--- config.mk ---
export PLATFORM = sky130hd
export DESIGN_NAME = tqvp_crc32_arbiter_flat
export DESIGN_NICKNAME = d
export VERILOG_FILES = /design/src/rtl/tqvp_crc32_arbiter_if.sv /design/src/rtl/tqvp_crc32_arbiter.sv /design/src/flat_wrapper.sv
export SDC_FILE = /design/constraint.sdc
export NUM_CORES = 1
export LEC_CHECK = 0
export CORE_MARGIN = 10
export CORE_UTILIZATION = 53
export DETAILED_ROUTE_END_ITERATION = 7
export PLACE_DENSITY = 0.8
export SYNTH_ARGS = -nofsm -noshare
export SYNTH_HDL_FRONTEND = slang
export SYNTH_SLANG_ARGS = --single-unit
--- constraint.sdc ---
create_clock -name clk -period 3.7 [get_ports clk]
set_clock_uncertainty 0.15 [all_clocks]
set_input_delay 0.37 -clock clk [delete_from_list [all_inputs] [get_ports clk]]
set_output_delay 0.37 -clock clk [all_outputs]
set_load 0.02 [all_outputs]
--- src/rtl/tqvp_crc32_arbiter_if.sv ---
// Request/response bundle between the per-channel register front-ends and the shared CRC engine.
interface tqvp_crc32_arbiter_if #(
    parameter int NUM_CH = 2
);
    logic [NUM_CH-1:0]    req_valid;
    logic [NUM_CH-1:0]    req_clear;
    logic [8*NUM_CH-1:0]  req_data;
    logic [NUM_CH-1:0]    req_ready;
    logic [NUM_CH-1:0]    done;
    logic                 busy;
    logic [32*NUM_CH-1:0] crc_out;

    modport master (
        output req_valid, req_clear, req_data,
        input  req_ready, done, busy, crc_out
    );

    modport slave (
        input  req_valid, req_clear, req_data,
        output req_ready, done, busy, crc_out
    );
endinterface

--- src/rtl/tqvp_crc32_arbiter.sv ---
// One bit-serial reflected CRC-32 engine shared round-robin between NUM_CH channels,
// each with its own running-CRC context.
//   state | meaning
//   IDLE  | arbitrate; accept a clear (stays here) or a byte (goes to SHIFT)
//   SHIFT | shift the owner's byte one bit per clock, write back after 8 bits
module tqvp_crc32_arbiter #(
    parameter int          NUM_CH = 2,
    parameter logic [31:0] POLY   = 32'hEDB88320,
    parameter logic [31:0] INIT   = 32'hFFFFFFFF,
    parameter logic [31:0] XOROUT = 32'hFFFFFFFF
) (
    input logic                  clk,
    input logic                  rst,
    tqvp_crc32_arbiter_if.slave  bus
);
    localparam int              PW   = (NUM_CH > 2) ? 2 : 1;
    localparam logic [PW-1:0]   LAST = PW'(NUM_CH - 1);

    typedef enum logic {IDLE, SHIFT} state_t;

    state_t            state, state_nxt;
    logic [PW-1:0]     rr_ptr, owner, winner;
    logic              found, accept;
    logic [2:0]        bit_cnt;
    logic [31:0]       sh, sh_nxt;
    logic [31:0]       ctx [NUM_CH];
    logic [7:0]        data_ch [NUM_CH];
    logic [NUM_CH-1:0] ready, done_q;

    for (genvar i = 0; i < NUM_CH; i++) begin : g_ch
        assign data_ch[i]               = bus.req_data[8*i +: 8];
        assign bus.crc_out[32*i +: 32]  = ctx[i] ^ XOROUT;
    end

    // Search starts just after the last winner, so the last winner has lowest priority.
    always_comb begin
        logic [PW-1:0] idx;
        found  = 1'b0;
        winner = '0;
        idx    = '0;
        for (int k = 1; k <= NUM_CH; k++) begin
            idx = PW'((int'(rr_ptr) + k) % NUM_CH);
            if (!found && bus.req_valid[idx]) begin
                found  = 1'b1;
                winner = idx;
            end
        end
    end

    assign sh_nxt = sh[0] ? ((sh >> 1) ^ POLY) : (sh >> 1);

    always_ff @(posedge clk) begin
        if (rst) state <= IDLE;
        else     state <= state_nxt;
    end

    always_comb begin
        state_nxt = state;
        ready     = '0;
        accept    = 1'b0;
        case (state)
            IDLE: begin
                if (found && !rst) begin
                    ready[winner] = 1'b1;
                    accept        = 1'b1;
                    if (!bus.req_clear[winner]) state_nxt = SHIFT;
                end
            end
            SHIFT: begin
                if (bit_cnt == 3'd7) state_nxt = IDLE;
            end
            default: state_nxt = IDLE;
        endcase
    end

    always_ff @(posedge clk) begin
        if (rst) begin
            for (int i = 0; i < NUM_CH; i++) ctx[i] <= INIT;
            rr_ptr  <= LAST;
            owner   <= '0;
            bit_cnt <= '0;
            sh      <= '0;
            done_q  <= '0;
        end else begin
            done_q <= '0;
            if (accept) begin
                rr_ptr <= winner;
                if (bus.req_clear[winner]) begin
                    ctx[winner]    <= INIT;
                    done_q[winner] <= 1'b1;
                end else begin
                    sh      <= ctx[winner] ^ {24'h0, data_ch[winner]};
                    owner   <= winner;
                    bit_cnt <= '0;
                end
            end else if (state == SHIFT) begin
                sh      <= sh_nxt;
                bit_cnt <= bit_cnt + 3'd1;
                // Context is written only once the whole byte is folded in.
                if (bit_cnt == 3'd7) begin
                    ctx[owner]    <= sh_nxt;
                    done_q[owner] <= 1'b1;
                end
            end
        end
    end

    assign bus.req_ready = ready;
    assign bus.done      = done_q;
    assign bus.busy      = (state == SHIFT);
endmodule

--- src/flat_wrapper.sv ---
// flat-port wrapper written by rule: the top's interface ports become plain ports
module tqvp_crc32_arbiter_flat 
#(
    parameter int          NUM_CH = 2,
    parameter logic [31:0] POLY   = 32'hEDB88320,
    parameter logic [31:0] INIT   = 32'hFFFFFFFF,
    parameter logic [31:0] XOROUT = 32'hFFFFFFFF
)
  (clk, rst, bus_req_valid, bus_req_clear, bus_req_data, bus_req_ready, bus_done, bus_busy, bus_crc_out);
  tqvp_crc32_arbiter_if #(.NUM_CH(NUM_CH)) bus_i ();
  input logic clk;
  input logic rst;
  input wire logic [$bits(bus_i.req_valid)-1:0] bus_req_valid;
  input wire logic [$bits(bus_i.req_clear)-1:0] bus_req_clear;
  input wire logic [$bits(bus_i.req_data)-1:0] bus_req_data;
  output wire logic [$bits(bus_i.req_ready)-1:0] bus_req_ready;
  output wire logic [$bits(bus_i.done)-1:0] bus_done;
  output wire logic [$bits(bus_i.busy)-1:0] bus_busy;
  output wire logic [$bits(bus_i.crc_out)-1:0] bus_crc_out;
  assign bus_i.req_valid = bus_req_valid;
  assign bus_i.req_clear = bus_req_clear;
  assign bus_i.req_data = bus_req_data;
  assign bus_req_ready = bus_i.req_ready;
  assign bus_done = bus_i.done;
  assign bus_busy = bus_i.busy;
  assign bus_crc_out = bus_i.crc_out;
  tqvp_crc32_arbiter #(.NUM_CH(NUM_CH), .POLY(POLY), .INIT(INIT), .XOROUT(XOROUT)) u_core (.clk(clk), .rst(rst), .bus(bus_i));
endmodule
# Word-level counts from Yosys, hierarchy flattened
# Memories as Yosys holds them, arrays and structs flattened.
# Index checks and enable logic that the tools add are counted.
dict set report op_classes {
  addsub 3
  magnitude_cmp 7
  eq_ne 2
  muxes 53
  bitwise 7
  n_reduce_logical 11
}
# operator count
set op_table {}
lappend op_table {{32-bit 2-to-1 mux} 6}
lappend op_table {{32-bit NOT} 2}
lappend op_table {{32-bit OR reduction} 2}
lappend op_table {{1-bit 2-to-1 mux} 32}
lappend op_table {{32-bit by 8-bit bitwise XOR with 32-bit output} 1}
lappend op_table {{8-bit 2-to-1 mux} 3}
lappend op_table {{13-bit NOT with 14-bit output} 1}
lappend op_table {{2-bit 2-to-1 mux} 6}
lappend op_table {{3-bit 2-to-1 mux} 3}
lappend op_table {{1-bit by 2-bit < comparator with 1-bit output (second input constant)} 4}
lappend op_table {{1-bit logical AND} 4}
lappend op_table {{2-bit AND reduction} 2}
lappend op_table {{3-bit by 1-bit adder with 3-bit output (second input constant)} 1}
lappend op_table {{3-bit equality test (second input constant)} 1}
lappend op_table {{1-bit adder (second input constant)} 2}
lappend op_table {{1-bit demux with 1-bit select} 2}
lappend op_table {{1-bit greater-or-equal comparator (second input constant)} 2}
lappend op_table {{2-bit greater-or-equal comparator (second input constant)} 1}
lappend op_table {{1-bit logical NOT} 2}
lappend op_table {{2-bit != test (second input constant)} 1}
lappend op_table {{1-bit NOT} 2}
lappend op_table {{1-bit NOT with 2-bit output} 1}
lappend op_table {{1-bit case mux with 2 select lines} 1}
lappend op_table {{2-bit nonzero test} 1}
dict set report word_totals {
  register_bits 40
  mem_bits_rw 64
  in_bits 22
  output_inout_bits 69
  elab_cells 90
  n_memories 1
}
# name depth width rd rd_ports_with_merged_regs write_ports line
set memory_table {}
lappend memory_table {u_core.ctx 2 32 3 0 2 tqvp_crc32_arbiter.sv:26} ;# logic [31:0] ctx [NUM_CH];

# Logic depth before layout (Yosys ltp)
dict set report logic_depth {
  ltp_word 16
  mapped_depth 7
  mapped_depth_nobuf 6
}

# Worst setup path before layout
# Ideal clock, no wire load.
dict set report synth_path {
  path_type {reg-to-reg}
  startpoint {register u_core.bit_cnt[0]}
  endpoint {memory u_core.ctx[1][0], enable pin}
  setup_ns 0.394
  t_arrival_ns 2.028
  required_time_ns 3.156
  slack_ns 1.128
  stages_incl_launch_ff 7
  n_path_buf 1
  period_less_slack_ns 2.572
  path_cell_list {dfxtp_1 ha_1 ha_1 nand3b_1 clkbuf_1 a41o_1 nand2b_1}
}
# element line
set synth_lines {}
lappend synth_lines {{start, declared} tqvp_crc32_arbiter.sv:24} ;# logic [2:0] bit_cnt;
lappend synth_lines {{start signal, assigned} tqvp_crc32_arbiter.sv:98} ;# bit_cnt <= bit_cnt + 3'd1;
lappend synth_lines {{end, declared} tqvp_crc32_arbiter.sv:26}

# Worst setup path after layout
dict set report layout_path {
  startpoint {register u_core.state, in the netlist u_core.bus.busy}
  endpoint {output port bus_req_ready[0]}
}
dict set report layout_via {
  elab_chain_cells 1
}
# element line
set layout_rtl {}
lappend layout_rtl {{start, declared} tqvp_crc32_arbiter.sv:21} ;# state_t state, state_nxt;
lappend layout_rtl {{start signal, assigned} tqvp_crc32_arbiter.sv:54} ;# else state <= state_nxt;
lappend layout_rtl {{2-bit 2-to-1 mux} tqvp_crc32_arbiter.sv:61} ;# case (state)
lappend layout_rtl {{end, declared} flat_wrapper.sv:16} ;# output wire logic [$bits(bus_i.req_ready)-1:0] bus_req_ready;
# Every way passes these cells.

==> out/results.ini <==
[placed_design]
dp_hpwl_um=8992
gp_congestion=0.8290
port_buffers=90

[logic_synthesis]
syn_inst=500
yosysSeqAreaShare=0.5163
synthTopCellsByArea=edfxtp_1 36%, dfxtp_1 15%, inv_1 5.4%
avgSynthCellArea_sq_um=10.55
synth_top_area_share=0.3644
synth_warnings=0
synthTopCellsByCount=76 x inv_1, 64 x edfxtp_1, 63 x nand2_1
synth_seq_cells=104
yosysUniqueCellTypes=43
netlist_area_sq_um=5274
yosysTopAreaCell=edfxtp_1
synth-edff-count=64
ys.flop_type=edfxtp_1
yosysMostFrequentCell=inv_1
syn-num-nets=524
synthArstFlopShare=0

[sta]
finalHoldViolations=0
setup_viol_count_final=0
slew-limit-headroom=0.1758
max_freq_mhz=348.6
worst-slew-pin-transition_ns=1.235
fin_crit_ns=2.869
hold_ws_ns=0.2902
period_share=0.7753
report.final.slew_viol_count=0
setup_tns_ns=0
rsz0062_at_grt=false

[worst_hold_path]
hp-start=rst
hold_depth=2
holdCritPathClass=in2reg
hold_end=u_core.bus.busy

[worst_setup_path]
critPathRequiredTime_ns=3.18
worstRegToRegCells=4
worstPathCellList=nor2_1, o21ai_4, buf_4, nor2_1, clkdlybuf4s50_1
arrival_ns=2.35
end_kind=primary output
slowest_stage=dfxtp_1
reg2reg_to=u_core.ctx[0][25]
slowest_delay_ns=0.70
path_buf_inv=2
cp-start-kind=flip-flop
worstReg2RegStart=u_core.bus.busy
r2r_slack_ns=1.01
cp_max_fo=31
cp_common_cell=nor2_1
path_class=reg2out
cp_top_family=buffers and inverters

[clock_network]
worstSkewPairLatency_ns=0.37
cts.hold.buffers_added=0
h-tree-depth=3
cts_tree=built
clk_path_buf_depth=2
numCtsBuffers=9
cts_setup_buffers=0
clockRootBuffer=clkbuf_8
worst_setup_hold_path_clk_slew_ns=0.09
cts_resized=0
clkSinkCount=104

[power_and_ir_drop]
ir_drop_v=0.0002006
cellPowerDensity_nw_per_um2=370.5
p_leak_nw=2.475

[finish]
n_antenna_cell=0
nets=599
drive_gt1_frac=0.1017
fillerInstances=778
syn2layout_area_growth_pct=22.51

[global_routing]
antenna_found_initial=0
grt_max_degree=33
grt_usage=0.1806
overflow=0
grt_pass1_wl_um=21130
grt_pass1_vias=3983

[floorplanning]
start_util=0.5421
core_area_sq_um=9729
dieArea_sq_um=14340
rows=36
io_pins=91
die_h_um=119.8
die_w_um=119.8

[detailed_routing]
ant_nets=0
drc=0
first_pass_iters=4
drt-initial-drc-count=266
post_drt_wl_per_cell_um=18.47
num_vias=3922
drt-vias-per-instance=5.501
drt_wl_total_um=13170

[outcome]
status=finished, final reports clean

[run]
cap_violations=0

## registers in the layout, summed over array words and instances, names as in the netlist
| signal | flops |
|---|---|
| u_core.bit_cnt | 3 |
| u_core.bus.busy | 1 |
| u_core.bus.done | 2 |
| u_core.ctx | 64 |
| u_core.owner | 1 |
| u_core.rr_ptr | 1 |
| u_core.sh | 32 |
## cells by family (layout without fill, tap and decap cells)
kind of cell | count (synthesis) | count (layout) | share of synthesized area
buffers and inverters | 117 | 197 | 0.09181
adder cells (fa/ha/maj) | 2 | 2 | 0.004744
multiplexers | 24 | 24 | 0.04887
AND/OR/NAND/NOR | 120 | 120 | 0.1032
AO/OA/AOI/OAI | 104 | 104 | 0.1870
flip-flops | 104 | 104 | 0.5163
XOR/XNOR | 29 | 29 | 0.04816
## layout make-up
type	count	area (sq um)	area share
Inverter	77	289.0	0.04473
Multi-Input combinational cell	279	2079	0.3218
Clock buffer	11	131.4	0.02033
Clock inverter	5	58.81	0.009101
Timing Repair Buffer	104	1013	0.1569
Tap cell	133	166.4	0.02576
Sequential cell	104	2723	0.4214
## how the worst max path moves through the flow
| stage | from | to | slack [ns] | cells past startpoint |
|---|---|---|---|---|
| final | u_core.bus.busy | bus_req_ready[0] | 0.83 | 5 |
| after global routing | u_core.bus.busy | bus_req_ready[0] | 0.68 | 5 |
| after CTS | u_core.bus.busy | bus_req_ready[0] | 0.83 | 5 |
| after detailed placement | bus_req_valid[0] | u_core.ctx[0][8] | 0.75 | 4 |
| after global placement | bus_req_valid[0] | u_core.ctx[0][17] | 0.82 | 4 |
| after floorplan | u_core.bit_cnt[0] | u_core.ctx[1][0] | 1.13 | 6 |
## where the power goes
group          internal, mW  leakage [nW]  total, mW  switching, mW
clock network         0.314        0.0895      0.708          0.394
logic                 0.146          1.62      0.371          0.224
registers              1.27         0.766       1.32         0.0481
total                  1.73          2.47       2.39          0.666
## cell usage in the layout (no fill, tap or decap), drive strengths merged
master          n
mux2i          23
or2             1
bufinv          1
o31ai          11
ha              2
a21boi          1
mux2            1
xnor2          21
nand2          63
a21bo           1
o41ai          13
o211ai         11
a21oi           6
o21ai           4
o2111ai        24
inv            76
a2bb2oi         1
or3            19
o21a            1
clkinvlp        2
a31o            1
and3            1
buf            15
clkdlybuf4s50  89
clkinv          3
a311oi          8
edfxtp         64
nand3b          1
and2           12
nand2b          3
dfxtp          40
nor2           20
a41o            1
xor2            8
clkbuf         11
a211oi         21
## metal layers
layer	wire, um	global-route usage	part of all wire
met4	177	0.05204	0.013
met2	6354	0.3040	0.48
met3	809	0.04688	0.061
met5	0	0	0
met1	5824	0.2234	0.44
## through the flow
stage / util / total power, mW / setup slack, ns / std cells / area, sq um
4_1_cts: 0.6641 / 2.392 / 0.8310 / 713 / 6461
6_report: 0.6641 / 2.394 / 0.8312 / 713 / 6461
5_1_grt: 0.6641 / 2.479 / 0.6781 / 713 / 6461
2_1_floorplan: - / 1.601 / 1.128 / 500 / 5274
3_5_place_dp: 0.6445 / 1.708 / 0.7498 / 697 / 6271
3_3_place_gp: 0.6445 / 1.695 / 0.8235 / 697 / 6271
(Power assumes the default switching activity.)
